==> src/rtl/fetch_unit_if.sv <==
`default_nettype none
// ============================================================================
// Module      : fetch_unit_if
// Description : Bundles the instruction-memory request/response channel, the
//               redirect input and the downstream instruction channel.
// Revision    : 1.0 - initial release
// ============================================================================
interface fetch_unit_if #(
    parameter int XLEN = 32
);
    logic            imem_req_valid;
    logic            imem_req_ready;
    logic [XLEN-1:0] imem_req_addr;
    logic            imem_rsp_valid;
    logic [XLEN-1:0] imem_rsp_data;
    logic            redirect;
    logic [XLEN-1:0] redirect_pc;
    logic            inst_valid;
    logic            inst_ready;
    logic [XLEN-1:0] inst_data;
    logic [XLEN-1:0] inst_pc;
    logic [6:0]      op_code;

    // Fetch-unit side
    modport master (
        output imem_req_valid, imem_req_addr, inst_valid, inst_data, inst_pc, op_code,
        input  imem_req_ready, imem_rsp_valid, imem_rsp_data, redirect, redirect_pc, inst_ready
    );

    // Memory / decoder / execute side
    modport slave (
        input  imem_req_valid, imem_req_addr, inst_valid, inst_data, inst_pc, op_code,
        output imem_req_ready, imem_rsp_valid, imem_rsp_data, redirect, redirect_pc, inst_ready
    );
endinterface
`default_nettype wire

==> src/rtl/fetch_unit.sv <==
`default_nettype none
// ============================================================================
// Module      : fetch_unit
// Description : Instruction fetch stage with in-order memory responses, a small
//               response FIFO and redirect-driven flush of in-flight fetches.
// Revision    : 1.0 - initial release
// ============================================================================
module fetch_unit #(
    parameter int              XLEN     = 32,
    parameter logic [XLEN-1:0] RESET_PC = '0,
    parameter int              DEPTH    = 2
) (
    input  logic         clk,
    input  logic         rst_n,
    fetch_unit_if.master bus
);
    localparam int CW  = $clog2(DEPTH + 1);
    localparam int CW1 = CW + 1;
    localparam int PW  = $clog2(DEPTH);
    localparam logic [CW1-1:0] c_DEPTH = CW1'(DEPTH);
    localparam logic [PW-1:0]  c_LAST  = PW'(DEPTH - 1);

    localparam logic [1:0] c_ST_BOOT  = 2'd0;
    localparam logic [1:0] c_ST_RUN   = 2'd1;
    localparam logic [1:0] c_ST_FLUSH = 2'd2;

    logic [1:0]      r_state;
    logic [XLEN-1:0] r_fetch_pc;
    logic [XLEN-1:0] r_rsp_pc;
    logic [CW-1:0]   r_outstanding;
    logic [CW-1:0]   r_drop_cnt;
    logic [CW-1:0]   r_count;
    logic [PW-1:0]   r_rd_ptr;
    logic [PW-1:0]   r_wr_ptr;
    logic [XLEN-1:0] r_mem_data [DEPTH];
    logic [XLEN-1:0] r_mem_pc   [DEPTH];

    logic            w_req_valid;
    logic            w_req_hs;
    logic            w_rsp_drop;
    logic            w_push;
    logic            w_pop;
    logic [CW1-1:0]  w_occupancy;
    logic [CW-1:0]   w_drop_next;
    logic [XLEN-1:0] w_target;
    logic [XLEN-1:0] w_inst_data;

    // Occupancy counts both buffered words and requests still in flight, so a
    // FIFO slot is always reserved for every response that will be kept.
    assign w_occupancy = CW1'(r_outstanding) + CW1'(r_count);
    assign w_req_valid = (r_state != c_ST_BOOT) && (w_occupancy < c_DEPTH);
    assign w_req_hs    = w_req_valid && bus.imem_req_ready;
    assign w_rsp_drop  = (r_drop_cnt != '0);
    assign w_push      = bus.imem_rsp_valid && !w_rsp_drop && !bus.redirect;
    assign w_pop       = (r_count != '0) && bus.inst_ready;
    assign w_target    = {bus.redirect_pc[XLEN-1:2], 2'b00};

    always_comb begin
        w_drop_next = r_drop_cnt;
        if (bus.redirect) begin
            w_drop_next = r_outstanding + CW'(w_req_hs) - CW'(bus.imem_rsp_valid);
        end else if (bus.imem_rsp_valid && w_rsp_drop) begin
            w_drop_next = r_drop_cnt - CW'(1);
        end
    end

    always_ff @(posedge clk or negedge rst_n) begin
        if (!rst_n) begin
            r_state       <= c_ST_BOOT;
            r_fetch_pc    <= RESET_PC;
            r_rsp_pc      <= RESET_PC;
            r_outstanding <= '0;
            r_drop_cnt    <= '0;
            r_count       <= '0;
            r_rd_ptr      <= '0;
            r_wr_ptr      <= '0;
            for (int i = 0; i < DEPTH; i++) begin
                r_mem_data[i] <= '0;
                r_mem_pc[i]   <= '0;
            end
        end else begin
            case (r_state)
                c_ST_BOOT: r_state <= c_ST_RUN;
                default:   r_state <= (w_drop_next != '0) ? c_ST_FLUSH : c_ST_RUN;
            endcase

            r_drop_cnt    <= w_drop_next;
            r_outstanding <= r_outstanding + CW'(w_req_hs) - CW'(bus.imem_rsp_valid);

            if (bus.redirect) begin
                r_fetch_pc <= w_target;
                r_rsp_pc   <= w_target;
                r_count    <= '0;
                r_rd_ptr   <= '0;
                r_wr_ptr   <= '0;
            end else begin
                if (w_req_hs) begin
                    r_fetch_pc <= r_fetch_pc + XLEN'(4);
                end
                if (w_push) begin
                    r_mem_data[r_wr_ptr] <= bus.imem_rsp_data;
                    r_mem_pc[r_wr_ptr]   <= r_rsp_pc;
                    r_rsp_pc             <= r_rsp_pc + XLEN'(4);
                    r_wr_ptr             <= (r_wr_ptr == c_LAST) ? '0 : r_wr_ptr + PW'(1);
                end
                if (w_pop) begin
                    r_rd_ptr <= (r_rd_ptr == c_LAST) ? '0 : r_rd_ptr + PW'(1);
                end
                r_count <= r_count + CW'(w_push) - CW'(w_pop);
            end
        end
    end

    // Empty FIFO presents zeros so the decoder never sees a stale word.
    assign w_inst_data        = (r_count != '0) ? r_mem_data[r_rd_ptr] : '0;
    assign bus.inst_pc        = (r_count != '0) ? r_mem_pc[r_rd_ptr] : '0;
    assign bus.inst_data      = w_inst_data;
    assign bus.op_code        = w_inst_data[6:0];
    assign bus.inst_valid     = (r_count != '0);
    assign bus.imem_req_valid = w_req_valid;
    assign bus.imem_req_addr  = r_fetch_pc;

endmodule
`default_nettype wire

==> src/flat_wrapper.sv <==
// flat-port wrapper written by rule: the top's interface ports become plain ports
module fetch_unit_flat 
#(
    parameter int              XLEN     = 32,
    parameter logic [XLEN-1:0] RESET_PC = '0,
    parameter int              DEPTH    = 2
)
  (clk, rst_n, bus_imem_req_valid, bus_imem_req_addr, bus_inst_valid, bus_inst_data, bus_inst_pc, bus_op_code, bus_imem_req_ready, bus_imem_rsp_valid, bus_imem_rsp_data, bus_redirect, bus_redirect_pc, bus_inst_ready);
  fetch_unit_if #(.XLEN(XLEN)) bus_i ();
  input  logic clk;
  input  logic rst_n;
  output wire logic [$bits(bus_i.imem_req_valid)-1:0] bus_imem_req_valid;
  output wire logic [$bits(bus_i.imem_req_addr)-1:0] bus_imem_req_addr;
  output wire logic [$bits(bus_i.inst_valid)-1:0] bus_inst_valid;
  output wire logic [$bits(bus_i.inst_data)-1:0] bus_inst_data;
  output wire logic [$bits(bus_i.inst_pc)-1:0] bus_inst_pc;
  output wire logic [$bits(bus_i.op_code)-1:0] bus_op_code;
  input wire logic [$bits(bus_i.imem_req_ready)-1:0] bus_imem_req_ready;
  input wire logic [$bits(bus_i.imem_rsp_valid)-1:0] bus_imem_rsp_valid;
  input wire logic [$bits(bus_i.imem_rsp_data)-1:0] bus_imem_rsp_data;
  input wire logic [$bits(bus_i.redirect)-1:0] bus_redirect;
  input wire logic [$bits(bus_i.redirect_pc)-1:0] bus_redirect_pc;
  input wire logic [$bits(bus_i.inst_ready)-1:0] bus_inst_ready;
  assign bus_imem_req_valid = bus_i.imem_req_valid;
  assign bus_imem_req_addr = bus_i.imem_req_addr;
  assign bus_inst_valid = bus_i.inst_valid;
  assign bus_inst_data = bus_i.inst_data;
  assign bus_inst_pc = bus_i.inst_pc;
  assign bus_op_code = bus_i.op_code;
  assign bus_i.imem_req_ready = bus_imem_req_ready;
  assign bus_i.imem_rsp_valid = bus_imem_rsp_valid;
  assign bus_i.imem_rsp_data = bus_imem_rsp_data;
  assign bus_i.redirect = bus_redirect;
  assign bus_i.redirect_pc = bus_redirect_pc;
  assign bus_i.inst_ready = bus_inst_ready;
  fetch_unit #(.XLEN(XLEN), .RESET_PC(RESET_PC), .DEPTH(DEPTH)) u_core (.clk(clk), .rst_n(rst_n), .bus(bus_i));
endmodule
==> config.mk <==
export PLATFORM = sky130hd
export DESIGN_NAME = fetch_unit_flat
export DESIGN_NICKNAME = d
export VERILOG_FILES = /design/src/rtl/fetch_unit_if.sv /design/src/rtl/fetch_unit.sv /design/src/flat_wrapper.sv
export SDC_FILE = /design/constraint.sdc
export NUM_CORES = 1
export LEC_CHECK = 0
export ABC_CLOCK_PERIOD_IN_PS = 3400
export BUFFER_PORTS_ARGS = -buffer_cell sky130_fd_sc_hd__buf_4
export CAP_MARGIN = 10
export CORE_MARGIN = 2
export CORE_UTILIZATION = 56
export CTS_CLUSTER_DIAMETER = 30
export DETAILED_ROUTE_END_ITERATION = 6
export GPL_TIMING_DRIVEN = 0
export HOLD_SLACK_MARGIN = 0.08
export PLACE_DENSITY_LB_ADDON = 0.25
export SLEW_MARGIN = 0
export SYNTH_ARGS = -nofsm -noshare
export SYNTH_HDL_FRONTEND = slang
export SYNTH_SLANG_ARGS = --single-unit
export TNS_END_PERCENT = 100
==> constraint.sdc <==
create_clock -name clk -period 3.4 [get_ports clk]
set_input_delay 0.51 -clock clk [delete_from_list [all_inputs] [get_ports clk]]
set_output_delay 0.51 -clock clk [all_outputs]
set_load 0.03 [all_outputs]
==> flow_summary.toml <==
[outcome]
outcome = "finished, final reports clean"

[drt]
wl_per_cell_um = 18.02
vias = 7567
routed_wl_um = 23300
drtIter0Drc = 503
drc = 0
vias_per_cell = 5.852
antenna_left = 0
drt-pass1-iter-count = 6

[flow_run]
maxCapViolations = 0

[global_routing]
first_global_vias = 7337
grt_max_degree = 107
grtUsageTotal_pct = 25.80
antenna_found_initial = 0
overflow = 0
grt_pass1_wl_um = 37180

[setup_path]
cpMaxStageDelayCell = "nor2_1"
path_cells = "nor2_1 -> clkbuf_1 -> nor2_1 -> buf_4 -> buf_4"
startpoint_type = "flop"
worst_setup_path_end_kind = "primary output"
crit_arrival_ns = 2.63
critPathKind = "flop to primary output"
cp.required_ns = 2.89
worstPathMaxFanout = 10
cpPeakStageDelay_ns = 0.82

[synth]
async_reset_ff_share_pct = 100.0
synth_common_cells = "dfrtp_1, mux2_2, nor2_1, mux2i_1, clkbuf_1"
yosysWarnings = 0
yosys_register_bits = 194
synthCells = 863
synth.most_common_cell = "dfrtp_1"
yosysUniqueCellTypes = 46
seq_area_frac_synth_pct = 49.87
synthesis.area_um2 = 9736
ys.flop_type = "dfrtp_1"
yosys.area.top_type = "dfrtp_1"
synth_top_area_share_pct = 49.87
syn_avg_cell_area_um2 = 11.28
synth-edff-count = 0
synth_area_leaders = "dfrtp_1, mux2_2, mux2i_1"

[clocking]
cts_setup_buffers = 0
clock-sinks = 194
numCtsBuffers = 17
clock-root-buffer = "clkbuf_16"
cts_resized = 0
cts.path.max_buffers = 2
clock_latency_ns = 0.43
hold_buffers = 0
h-tree-depth = 4
cts.clk_slew.worst_paths_ns = 0.07
cts_tree = "done"

[die]
die_w_um = 135.9
io_pins = 175
dieArea_um2 = 18460
fp.coreArea_um2 = 17120
die_y_um = 135.9
core.rowCount = 48
initial_core_util_pct = 56.88

[power_and_ir_drop]
power_leakage_nw = 5.216
ir_worst_vdd_v = 0.0005354
cellPowerDensity_nw_per_um2 = 851.2

[sta]
timing.fmax_mhz = 318.8
final.setup_skew_ns = 0.009978
hold_viol = 0
min_period_over_period_pct = 92.25
worstMarginPinSlew_ns = 1.058
min_period_ns = 3.137
fin_tns_setup_ns = 0
setup_viol = 0
rsz0062_at_grt = "false"
slew_headroom_pct = 29.23
finalMaxSlewViolations = 0

[cells_and_area]
fin_nets = 1133
drive_gt1_share_pct = 33.80
postLayoutCellArea_um2 = 11980
num_antenna_cells = 0
area_growth_pct = 23.00

[hold_path]
min_path_type = "input port to async pin"

[place]
port_buffers = 168
gp_congestion = 0.9457
place_hpwl_um = 16860
dpl-instance-area_um2 = 11330
==> power by group <==
group	internal (W)	total [W]	switching (W)
registers	0.00316	0.00370	0.000538
clock network	0.00131	0.00218	0.000865
logic	0.00191	0.00432	0.00241
==> final cells by class <==
| cell class | count | area, um^2 |
|---|---|---|
| well taps | 225 | 281.5 |
| plain buffers | 67 | 300.3 |
| multi-input cells | 590 | 4536 |
| flip-flops and latches | 194 | 4855 |
| repair buffers | 170 | 1304 |
| inverters | 15 | 56.30 |
| fillers | 1295 | 5141 |
| clock inverters | 12 | 206.4 |
| clock buffers | 20 | 436.7 |
==> state kept, by name, indices dropped and copies added, names as in the netlist <==
signal and count:
u_core.r_rsp_pc 30, u_core.r_wr_ptr 1, u_core.r_count 2, u_core.r_outstanding 2
u_core.r_state 2, u_core.bus.imem_req_addr 30, u_core.r_rd_ptr 1, u_core.r_mem_data 64
u_core.r_mem_pc 60, u_core.r_drop_cnt 2
==> routing by layer <==
metal	track usage (%)	vias up	wire length, um
met1	36.32	3692	10420
met5	0	-	0
met3	5.145	25	1666
li1	-	3551	-
met4	7.813	0	333
met2	40.80	299	10880
==> worst paths after layout <==
path / start / to / slack [ns] / depth (start not counted)
max: u_core.r_count[1] / bus_op_code[3] / 0.26 / 5
min: rst_n / u_core.r_mem_data[58] / 0.07 / 1
max reg2reg: u_core.r_count[0] / u_core.bus.imem_req_addr[29] / 0.43 / 10
min reg2reg: u_core.r_mem_pc[30] / u_core.r_mem_pc[30] / 0.50 / 1
max in group asynchronous: rst_n / u_core.r_rsp_pc[22] / 2.40 / 2
min in group clk: bus_redirect_pc[6] / u_core.r_rsp_pc[6] / 0.32 / 2
==> placed cells by master (no fill, tap or decap), types with 20 or more instances in the layout <==
cell type	instances
mux2i_1	65
nor2_1	97
mux2_2	137
nand3_1	21
a31oi_1	21
clkbuf_1	46
buf_4	179
nand4_1	21
nand2_1	20
nor4_1	22
dfrtp_1	194
==> kinds of logic after synthesis <==
logic type               count (synthesis)  share of synthesized area (%)
AND/OR/NAND/NOR                        262                          14.16
buffers and inverters                   82                          3.663
XOR/XNOR                                21                          1.889
adder cells (fa/ha/maj)                  8                          1.105
flip-flops                             194                          49.87
AO/OA/AOI/OAI                           93                          6.747
other                                    1                        0.03852
multiplexers                           202                          22.53
==> stage by stage <==
step | instances | setup WS [ns] | util (%) | total power, W | hold WS (ns)
global route | 1293 | 0.1641 | 69.96 | 0.01076 | 0.1233
CTS | 1293 | 0.2179 | 69.96 | 0.01025 | 0.1001
finish | 1293 | 0.2635 | 69.96 | 0.01019 | 0.06713
global placement | 1259 | 0.3090 | 65.96 | 0.007909 | 0.4861
detailed placement | 1261 | 0.5030 | 66.21 | 0.008066 | 0.4934
floorplan | 866 | 0.8130 | - | 0.006631 | 0.2144
==> worst max-delay path: cells and delay by family, from the launching register on <==
kind,cells,cell delay [ns]
simple gates,2,0.98
flops,1,0.45
buf+inv,3,0.77
Power figures use the tool's default switching activity.
